===== src/rtl/fwd_pkg.sv =====
// Shared types and constants for the forwarding / hazard unit.
//
// slot_t describes one in-flight writer in the scoreboard. Its dst field is
// sized for the widest register address supported (REG_W_MAX). Narrower
// configurations zero-extend into it, so the same packed layout works for
// every REG_W up to that limit.
package fwd_pkg;

  localparam int REG_W_MAX = 8;

  typedef struct packed {
    logic                 valid;
    logic [REG_W_MAX-1:0] dst;
    logic                 wen;
    logic                 memToReg;
  } slot_t;

  localparam int SLOT_W = $bits(slot_t);

  // Forward-select encodings for the default three-deep scoreboard.
  localparam int FWD_NONE = 0;
  localparam int FWD_EX   = 1;
  localparam int FWD_MEM  = 2;
  localparam int FWD_WB   = 3;

  // A slot can supply a value only if it really writes a non-zero register.
  function automatic logic isLive(input slot_t s);
    return s.valid & s.wen & (s.dst != '0);
  endfunction

endpackage


===== src/rtl/fwd_match.sv =====
// Per-source priority matcher.
//
// Scans the scoreboard for the youngest live slot whose destination equals
// the source register and reports where to forward from.
//
// Ports:
//   slotVec  in   STAGES packed slot_t entries, slot k at [k*SLOT_W +: SLOT_W]
//   src      in   source register address
//   sel      out  0 = register file, k+1 = forward from slot k
//   load     out  selected slot carries load data (1) or an ALU result (0)
module fwd_match
  import fwd_pkg::*;
#(
  parameter int REG_W  = 5,
  parameter int STAGES = 3,
  parameter int SEL_W  = 3
) (
  input  logic [STAGES*SLOT_W-1:0] slotVec,
  input  logic [REG_W-1:0]         src,
  output logic [SEL_W-1:0]         sel,
  output logic                     load
);

  logic [REG_W_MAX-1:0] srcExt;
  slot_t                cur;

  assign srcExt = REG_W_MAX'(src);

  // Walk from the oldest slot to the youngest so a younger match overwrites
  // an older one; the last hit standing is the lowest k.
  always_comb begin
    sel  = '0;
    load = 1'b0;
    cur  = '0;
    for (int k = STAGES - 1; k >= 0; k--) begin
      cur = slot_t'(slotVec[k*SLOT_W +: SLOT_W]);
      if ((src != '0) && isLive(cur) && (cur.dst == srcExt)) begin
        sel  = SEL_W'(k + 1);
        load = cur.memToReg;
      end
    end
  end

endmodule


===== src/rtl/fwd_hazard_unit.sv =====
// Forwarding and load-use hazard unit for the pipelined MIPS core.
//
// Tracks in-flight register writers in a shift-register scoreboard (slot 0 =
// EX, slot 1 = MEM, slot 2 = WB for the default depth), derives per-source
// forward selects from it, and raises a one-cycle stall when the decode
// instruction needs the result of a load that is still in EX.
//
// Ports:
//   clk            in   core clock, rising edge
//   rst_n          in   asynchronous active-low reset
//   id_valid       in   valid instruction in decode
//   id_dst         in   destination register of the decode instruction
//   id_wen         in   decode instruction writes the register file
//   id_mem_to_reg  in   decode instruction is a load
//   id_src         in   NUM_SRC source registers, source i at [i*REG_W +: REG_W]
//   flush          in   squash the decode instruction (branch / jump)
//   fwd_sel        out  per source: 0 = register file, k+1 = slot k
//   fwd_load       out  per source: selected slot holds load data
//   stall          out  load-use hazard, hold PC and IF/ID
//   stall_cnt      out  saturating count of stall cycles
//
// STAGES must be 2..7, SEL_W >= clog2(STAGES+1), REG_W <= fwd_pkg::REG_W_MAX.
module fwd_hazard_unit
  import fwd_pkg::*;
#(
  parameter int REG_W   = 5,
  parameter int STAGES  = 3,
  parameter int NUM_SRC = 2,
  parameter int SEL_W   = 3,
  parameter int CNT_W   = 16
) (
  input  logic                     clk,
  input  logic                     rst_n,
  input  logic                     id_valid,
  input  logic [REG_W-1:0]         id_dst,
  input  logic                     id_wen,
  input  logic                     id_mem_to_reg,
  input  logic [NUM_SRC*REG_W-1:0] id_src,
  input  logic                     flush,
  output logic [NUM_SRC*SEL_W-1:0] fwd_sel,
  output logic [NUM_SRC-1:0]       fwd_load,
  output logic                     stall,
  output logic [CNT_W-1:0]         stall_cnt
);

  // Scoreboard fields. Only the valid bits carry reset; the payload is
  // meaningless while valid is low, so it is left unreset.
  logic [STAGES-1:0] slotVld;
  logic [STAGES-1:0] slotWen;
  logic [STAGES-1:0] slotLoad;
  logic [REG_W-1:0]  slotDst [STAGES];

  logic [STAGES*SLOT_W-1:0] slotVec;
  slot_t                    packSlot;

  logic                     slot0LiveLoad;
  logic [NUM_SRC-1:0]       srcHit0;
  logic                     take;
  logic [CNT_W-1:0]         stallCntQ;

  // Pack the scoreboard into the shared slot layout for the matchers.
  always_comb begin
    slotVec  = '0;
    packSlot = '0;
    for (int k = 0; k < STAGES; k++) begin
      packSlot.valid    = slotVld[k];
      packSlot.dst      = REG_W_MAX'(slotDst[k]);
      packSlot.wen      = slotWen[k];
      packSlot.memToReg = slotLoad[k];
      slotVec[k*SLOT_W +: SLOT_W] = packSlot;
    end
  end

  // Load-use detection: only a load still in EX is too late to forward.
  always_comb begin
    slot0LiveLoad = slotVld[0] & slotWen[0] & slotLoad[0] & (slotDst[0] != '0);
    srcHit0       = '0;
    for (int i = 0; i < NUM_SRC; i++) begin
      srcHit0[i] = (id_src[i*REG_W +: REG_W] != '0) &&
                   (id_src[i*REG_W +: REG_W] == slotDst[0]);
    end
    stall = id_valid & slot0LiveLoad & (|srcHit0);
  end

  // A stalled or flushed instruction becomes a bubble; the stall is still
  // reported on a flush because fetch has to hold regardless.
  assign take = id_valid & ~stall & ~flush;

  // ---- decode -> scoreboard slot 0, slot k -> slot k+1 ----
  always_ff @(posedge clk or negedge rst_n) begin
    if (!rst_n) begin
      slotVld   <= '0;
      stallCntQ <= '0;
    end else begin
      slotVld <= {slotVld[STAGES-2:0], take};
      if (stall && (stallCntQ != '1)) begin
        stallCntQ <= stallCntQ + CNT_W'(1);
      end
    end
  end

  always_ff @(posedge clk) begin
    slotWen    <= {slotWen[STAGES-2:0], id_wen};
    slotLoad   <= {slotLoad[STAGES-2:0], id_mem_to_reg};
    slotDst[0] <= id_dst;
    for (int k = 1; k < STAGES; k++) begin
      slotDst[k] <= slotDst[k-1];
    end
  end

  assign stall_cnt = stallCntQ;

  for (genvar i = 0; i < NUM_SRC; i++) begin : gSrc
    fwd_match #(
      .REG_W  (REG_W),
      .STAGES (STAGES),
      .SEL_W  (SEL_W)
    ) uMatch (
      .slotVec (slotVec),
      .src     (id_src[i*REG_W +: REG_W]),
      .sel     (fwd_sel[i*SEL_W +: SEL_W]),
      .load    (fwd_load[i])
    );
  end

endmodule

===== config.mk =====
export PLATFORM = sky130hd
export DESIGN_NAME = fwd_hazard_unit
export DESIGN_NICKNAME = d
export VERILOG_FILES = /design/src/rtl/fwd_pkg.sv /design/src/rtl/fwd_match.sv /design/src/rtl/fwd_hazard_unit.sv
export SDC_FILE = /design/constraint.sdc
export NUM_CORES = 1
export LEC_CHECK = 0
export CAP_MARGIN = 20
export CELL_PAD_IN_SITES_DETAIL_PLACEMENT = 0
export CELL_PAD_IN_SITES_GLOBAL_PLACEMENT = 1
export CORE_MARGIN = 2
export CORE_UTILIZATION = 40
export CTS_BUF_LIST = sky130_fd_sc_hd__clkbuf_16
export CTS_CLUSTER_DIAMETER = 100
export DETAILED_ROUTE_END_ITERATION = 16
export DONT_BUFFER_PORTS = 1
export HOLD_SLACK_MARGIN = 0.05
export PLACE_DENSITY_LB_ADDON = 0.3
export SYNTH_ARGS = -nofsm -noshare
export SYNTH_HDL_FRONTEND = slang
export SYNTH_SLANG_ARGS = --single-unit

===== constraint.sdc =====
create_clock -name clk -period 8 [get_ports clk]
set_input_delay 2.4 -clock clk [delete_from_list [all_inputs] [get_ports clk]]
set_output_delay 2.4 -clock clk [all_outputs]
set_load 0.02 [all_outputs]

==> metrics.md, run 1 <==
| Metric | Value |
|---|---|
| Run status | complete, no violations |
| Final max-slew violation count | 0 |
| Vias | approximately 1500 |
| Number of DRC markers in iteration 0 | about 140 |
| GR met2 Demand/Resource | 0.284 |
| Post-layout net count | 218 |
| Number of diodes added for antenna fixing | 0 |
| Area of the placeable core | 5040 µm² |
| Setup crit end kind | output port |
| Number of failing hold endpoints at the final stage | 0 |
| Category of the worst setup path launch point | input port |
| Biggest area contributors in the synthesized netlist | sky130_fd_sc_hd__dfrtp_1, sky130_fd_sc_hd__dfxtp_1, sky130_fd_sc_hd__xnor2_1 |
| Max Cap Viol | 0 |
| Critical Path Source | id_src[3] |
| Timing-limited maximum frequency | 154 MHz |
| Number of buffers between clock root and the deepest sink | 2 |
| Gpl congestion | 0.954 |
| Worst-case setup slack after placement | between 1.5 and 2 ns |
| Routing usage on met1 | 0.230 |
| Count of final setup violators | 0 |
| Leakage Power | a little under 0.9 nW |
| Synthesized area per cell | around 11 µm² |
| Portion of the post-synthesis area used by sequential elements | 0.437 |
| CP max FO | 18 |
| Share of the synthesized area in the top cell type | 0.232 |
| Root buf cell | sky130_fd_sc_hd__clkbuf_16 |
| RSZ-0062 raised after global routing | no |
| Count of different cell masters after synthesis | 39 |
| Global route total overflow | 0 |
| Busiest metal layer after global routing | met2 |
| Hold buffer count at CTS | 0 |
| Number of flops mapped to enable cells by yosys | 0 |
| Setup ws final | between 1.5 and 2 ns |
| I/O Pins | between 40 and 50 |
| Maximum level of the CTS H-tree | 2 |
| Row count | 26 |
| Routed wirelength normalized by instance count | around 17 µm |
| Global routing met3 resource utilization | 0.0529 |
| Half-perimeter wire length of the detailed placement result | about 3600 µm |
| Final Skew | approximately 0.002 ns |
| Netlist area before placement | 2050 µm² |
| PwrDens | approximately 190 nW/µm² |
| Worst reg2reg startpoint | stall_cnt[0] |
| Actual slew at the worst max-slew pin | around 0.74 ns |
| Post-layout instance area | around 2200 µm² |
| Final cycle utilization of the critical path | 0.810 |
| Hold/Removal Path Class | flip-flop to flip-flop |
| Via/cell ratio | 5.66 |
| Fraction of layout instances using a drive strength above 1 | 0.122 |
| Worst endpoint required time | 5.60 ns |
| Remaining antenna violation count after routing | 0 |
| FFs w/ async S/R, synth | 0.475 |
| Clock tree from TritonCTS | yes |
| Starting density of the core | 0.407 |
| Maximum vdd ir drop | about 0.12 mV |
| Worst-path clk slew | about 0.06 ns |
| Clock buffers created by TritonCTS | 5 |
| Total global routing track utilization | 0.178 |
| Total power | approximately 0.43 mW |
| Layout Area Growth over Synthesis | 8.78% |
| Vias in the first global route | 1515 |
| Crit path arrival time | a little over 4 ns |
| Placed inst area | 2090 µm² |
| Setup repair bufs after CTS | 0 |
| Wirelength, routed | 4670 µm |
| Clk Latency, worst-skew pair | between 0.2 and 0.3 ns |
| Final design utilization | 0.443 |
| Synth warn | 0 |
| Antenna violations before repair | 0 |
| Fin crit period | 6.48 ns |
| CTS Sinks | 40 |
| Origin of the worst min-delay path | slotLoad[1] |
| Final-layout setup total negative slack | 0 ns |
| Primary flip-flop cell chosen by synthesis mapping | sky130_fd_sc_hd__dfxtp_1 |
| Category of the most critical setup path | input port to output port |
| Worst rel slew slack | 0.507 |
| Synth Instances | ~200 |
| Pin count of the biggest net entering global routing | 20 |
| Number of gates resized after CTS | 0 |
| Die boundary height | 75.6 µm |
| Area of the die | 5720 µm² |
| Detailed Routing Iterations Pass 1 | 4 |
| Floorplan die width | 75.6 µm |
| Number of synthesized register bits | 40 |
| Register-to-register path setup slack | 5.65 ns |
| Wire length of the first global-routing pass | ~7500 µm |
| Buffers on Ports | 0 |
| Cell type with the largest total area after synthesis | sky130_fd_sc_hd__dfrtp_1 |
| Remaining DRCs | 0 |
state kept, by name (all words and copies together) (netlist names):
register,flops
slotDst,15
slotLoad,3
slotVld,3
slotWen,3
stall_cnt,16
where the power goes:
| group | total, mW | internal [mW] | switching (mW) |
|---|---|---|---|
| Sequential | 0.218 | 0.208 | 0.00945 |
| Combinational | 0.0247 | 0.0117 | 0.0131 |
| Clock | 0.189 | 0.115 | 0.0748 |
stage by stage:
stage / hold slack (ns) / std cells
finish: 0.356 / 267
global route: 0.366 / 267
CTS: 0.359 / 267
detailed placement: 0.347 / 259
global placement: 0.344 / 259
floorplan: 0.331 / 196
cells in the mapped netlist, types with 2 or more instances:
cell type,n
sky130_fd_sc_hd__xnor2_1,23
sky130_fd_sc_hd__dfxtp_1,21
sky130_fd_sc_hd__xor2_1,20
sky130_fd_sc_hd__dfrtp_1,19
sky130_fd_sc_hd__nand2_1,13
sky130_fd_sc_hd__nor3_1,13
sky130_fd_sc_hd__o2111ai_1,10
sky130_fd_sc_hd__nand4_1,9
sky130_fd_sc_hd__nand3_1,8
sky130_fd_sc_hd__nor2_1,8
sky130_fd_sc_hd__buf_4,5
sky130_fd_sc_hd__and3_1,4
sky130_fd_sc_hd__inv_1,3
sky130_fd_sc_hd__nor4_1,3
sky130_fd_sc_hd__o2111ai_2,3
sky130_fd_sc_hd__a21boi_0,2
sky130_fd_sc_hd__a21oi_1,2
sky130_fd_sc_hd__a31oi_1,2
sky130_fd_sc_hd__and4_1,2
sky130_fd_sc_hd__buf_2,2
sky130_fd_sc_hd__buf_6,2
sky130_fd_sc_hd__mux2_2,2
sky130_fd_sc_hd__nand2b_1,2
sky130_fd_sc_hd__nand4_2,2
cells by family (layout without fill, tap and decap cells):
logic type	after synthesis	after routing	synth area share
AND/OR/NAND/NOR	72	72	0.215
XOR/XNOR	43	43	0.184
flip-flops	40	40	0.437
AO/OA/AOI/OAI	23	23	0.101
buffers and inverters	12	13	0.0396
multiplexers	3	3	0.0165
adder cells (fa/ha/maj)	1	1	0.00610
other	1	2	0.00183
routing by layer:
metal,share of wire,vias up
met5,0,-
met4,0.0058,0
li1,-,702
met2,0.50,57
met3,0.063,6
met1,0.43,745
area by class of cell:
type                       instances  area (µm²)
fill                             466        2810
multi-input combinational        144        1080
sequential                        40         896
clock buffer                       5         125
tap                               70        87.6
clock inverter                     3        18.8
timing repair buffer               2        15.0
inverter                           3        11.3
placed cells by master, fill, tap and decap left out, types with 2 or more instances in the layout:
cell type and n:
sky130_fd_sc_hd__and3_1 4, sky130_fd_sc_hd__xnor2_1 23, sky130_fd_sc_hd__and4_1 2, sky130_fd_sc_hd__nand2_1 13
sky130_fd_sc_hd__dfxtp_1 21, sky130_fd_sc_hd__o2111ai_2 3, sky130_fd_sc_hd__nand4_2 2, sky130_fd_sc_hd__nor2_1 8
sky130_fd_sc_hd__buf_4 2, sky130_fd_sc_hd__nand2b_1 2, sky130_fd_sc_hd__dfrtp_1 19, sky130_fd_sc_hd__o2111ai_1 10
sky130_fd_sc_hd__nor4_1 3, sky130_fd_sc_hd__nor3_1 13, sky130_fd_sc_hd__xor2_1 20, sky130_fd_sc_hd__mux2_2 2
sky130_fd_sc_hd__a21oi_1 2, sky130_fd_sc_hd__clkinv_2 2, sky130_fd_sc_hd__clkbuf_16 5, sky130_fd_sc_hd__nand4_1 9
sky130_fd_sc_hd__conb_1 2, sky130_fd_sc_hd__inv_1 3, sky130_fd_sc_hd__a31oi_1 2, sky130_fd_sc_hd__a21boi_0 2
sky130_fd_sc_hd__nand3_1 8
worst paths after layout:
check,endpoint,depth (start not counted)
max,fwd_load[0],5
min reg2reg,slotLoad[2],0
min,slotLoad[2],0
max reg2reg,stall_cnt[1],6
min in group asynchronous,stall_cnt[9],0
max in group asynchronous,stall_cnt[2],0
worst max-delay path, cell delays in order:
cell	delay [ns]
sky130_fd_sc_hd__xor2_1	0.14
sky130_fd_sc_hd__nor3_1	0.18
sky130_fd_sc_hd__and4_1	0.70
sky130_fd_sc_hd__nand2_1	0.20
sky130_fd_sc_hd__a31oi_1	0.45
Note: power is estimated with default switching activity, not from simulation.
==> run 2: changes to the inputs <==
clock period = 6.5 ns   (was 8 ns; I/O delays follow)
==> metrics.md, run 2 (synthesis gave the netlist of run 1 again) <==
| Metric | Value |
|---|---|
| Floorplan die width | around 76 µm |
| Final max-slew violation count | 0 |
| Hold/Removal Path Class | flip-flop to flip-flop |
| Worst reg2reg startpoint | stall_cnt[0] |
| Clk Latency, worst-skew pair | approximately 0.28 ns |
| RSZ-0062 raised after global routing | no |
| Worst rel slew slack | 0.513 |
| Vias in the first global route | roughly 1500 |
| Antenna violations before repair | 0 |
| Pin count of the biggest net entering global routing | 20 |
| CP max FO | 18 |
| Worst hold path cell count | 0 |
| Placed inst area | roughly 2100 µm² |
| Routed wirelength normalized by instance count | between 15 and 20 µm |
| Worst-path clk slew | about 0.060 ns |
| Count of final setup violators | 0 |
| CP peak stage delay | 0.70 ns |
| Setup repair bufs after CTS | 0 |
| Switching component of the power | about 0.12 mW |
| Most common cell after layout, fill and taps aside | sky130_fd_sc_hd__xnor2_1 |
| Category of the most critical setup path | input port to output port |
| Worst endpoint required time | 4.55 ns |
| Post-layout instance area | between 2000 and 2500 µm² |
| Final design utilization | 0.452 |
| Area taken by flip-flops and latches | 896 µm² |
| Setup crit end kind | output port |
| Total global routing track utilization | 0.181 |
| Final Hold Slack | 0.358 ns |
| Number of flip-flops under the largest register name | 16 |
| GR met2 Demand/Resource | 0.293 |
| CTS Sinks | 40 |
| Busiest metal layer after global routing | met2 |
| Run status | complete, no violations |
| Area of the placeable core | between 5000 and 6000 µm² |
| Clock buffers created by TritonCTS | 5 |
| Category of the worst setup path launch point | input port |
| Global route total overflow | 0 |
| Non-filler cells, final | around 270 |
| Max Cap Viol | 0 |
| Gpl congestion | between 0.9 and 1 |
| Number of DRC markers in iteration 0 | 66 |
| Cell with the largest stage delay on the worst path | sky130_fd_sc_hd__and4_1 |
| Final Skew | about 0.0034 ns |
| Hold buffer count at CTS | 0 |
| Post-layout net count | 218 |
| Starting density of the core | 0.407 |
| Timing-limited maximum frequency | ~180 MHz |
| Global routing met3 resource utilization | 0.0556 |
| Remaining DRCs | 0 |
| Wirelength, routed | ~4800 µm |
| Maximum vdd ir drop | 0.150 mV |
| Number of gates resized after CTS | 0 |
| Hold Path Sink | slotLoad[2] |
| Clock tree from TritonCTS | yes |
| Wire length of the first global-routing pass | about 7500 µm |
| Internal power | about 0.49 mW |
| Maximum level of the CTS H-tree | 2 |
| Origin of the worst min-delay path | slotLoad[1] |
| Leading cell types in the layout, fill and taps excluded | sky130_fd_sc_hd__xnor2_1, sky130_fd_sc_hd__dfxtp_1, sky130_fd_sc_hd__xor2_1 |
| Root buf cell | sky130_fd_sc_hd__clkbuf_16 |
| Leakage Power | 0.890 nW |
| Actual slew at the worst max-slew pin | 0.731 ns |
| I/O Pins | 46 |
| Area of the multi-input gates | 1080 µm² |
| Vias | roughly 1500 |
| Filler instances | slightly below 500 |
| Placed cell count | 259 |
| Number of failing hold endpoints at the final stage | 0 |
| Worst r2r path cells | 6 |
| Register-to-register path setup slack | 4.15 ns |
| Layout Area Growth over Synthesis | 11.0% |
| Crit path arrival time | approximately 3.6 ns |
| Remaining antenna violation count after routing | 0 |
| Combinational group share of total power | 0.050 |
| Via/cell ratio | roughly 5.8 |
| End of the worst register-to-register path | stall_cnt[1] |
| Area of the die | 5720 µm² |
| Routing usage on met1 | 0.216 |
| Switch share | 0.200 |
| Final cycle utilization of the critical path | 0.860 |
| Clk network pwr share | 0.512 |
| Number of buffers between clock root and the deepest sink | 2 |
| Row count | 26 |
| Half-perimeter wire length of the detailed placement result | 3610 µm |
| Fraction of layout instances using a drive strength above 1 | 0.117 |
| Power share of the sequential group | 0.438 |
| Buffers on Ports | 0 |
| Detailed Routing Iterations Pass 1 | 4 |
| Cell chain of the critical path | xor2_1 -> nor3_1 -> and4_1 -> nand2_1 -> a31oi_1 |
| PwrDens | roughly 270 nW/µm² |
| Number of diodes added for antenna fixing | 0 |
| Fin crit period | about 5.6 ns |
| Final-layout setup total negative slack | 0 ns |
| Die boundary height | approximately 76 µm |
-- run 2: cell types whose count changed in the layout (fill, tap and decap cells not counted) --
cell                        before  now
sky130_fd_sc_hd__bufinv_16       0    2
sky130_fd_sc_hd__clkinv_2        2    0
sky130_fd_sc_hd__inv_1           3    4
sky130_fd_sc_hd__clkinv_4        1    0
-- run 2: final cells by class --
class / count / area share
clock inverters: 3 / 0.0280
inverters: 3 / 0.00495
repair buffers: 2 / 0.00659
clock buffers: 5 / 0.0549
well taps: 70 / 0.0385
multi-input cells: 144 / 0.474
flip-flops and latches: 40 / 0.393
-- run 2: worst max-delay path by stage --
stage | from | endpoint | slack [ns] | cells past startpoint
2_1_floorplan | id_src[0] | fwd_sel[1] | 1.22 | 7
3_3_place_gp | id_src[3] | fwd_load[0] | 0.96 | 5
3_5_place_dp | id_src[3] | fwd_load[0] | 0.87 | 5
4_1_cts | id_src[3] | fwd_load[0] | 0.87 | 5
5_1_grt | id_src[3] | fwd_load[0] | 0.84 | 5
6_report | id_src[3] | fwd_load[0] | 0.91 | 5
-- run 2: per-stage QoR --
stage,power (mW),worst slack [ns]
after global placement,0.302,0.956
after detailed placement,0.303,0.874
after global routing,0.633,0.843
after floorplan,0.297,1.22
final,0.611,0.912
after CTS,0.617,0.869
-- run 2: critical path, delay by kind of cell --
kind | cells | cell delay [ns]
xor gates and xnor gates | 1 | 0.14
AOI/OAI and AO/OA | 1 | 0.45
and+or+nand+nor | 3 | 1.09
-- run 2: power groups by stage --
stage / logic, mW / clock network [mW] / registers (mW)
2_1_floorplan: 0.0275 / 0 / 0.269
3_3_place_gp: 0.0292 / 0 / 0.273
3_5_place_dp: 0.0303 / 0 / 0.273
4_1_cts: 0.0307 / 0.319 / 0.268
5_1_grt: 0.0338 / 0.331 / 0.269
6_report: 0.0306 / 0.313 / 0.268
-- run 2: layer usage --
metal,vias up,wire length [µm]
met1,760,2020
met4,0,116
met2,70,2360
met3,11,333
li1,702,-
met5,-,0
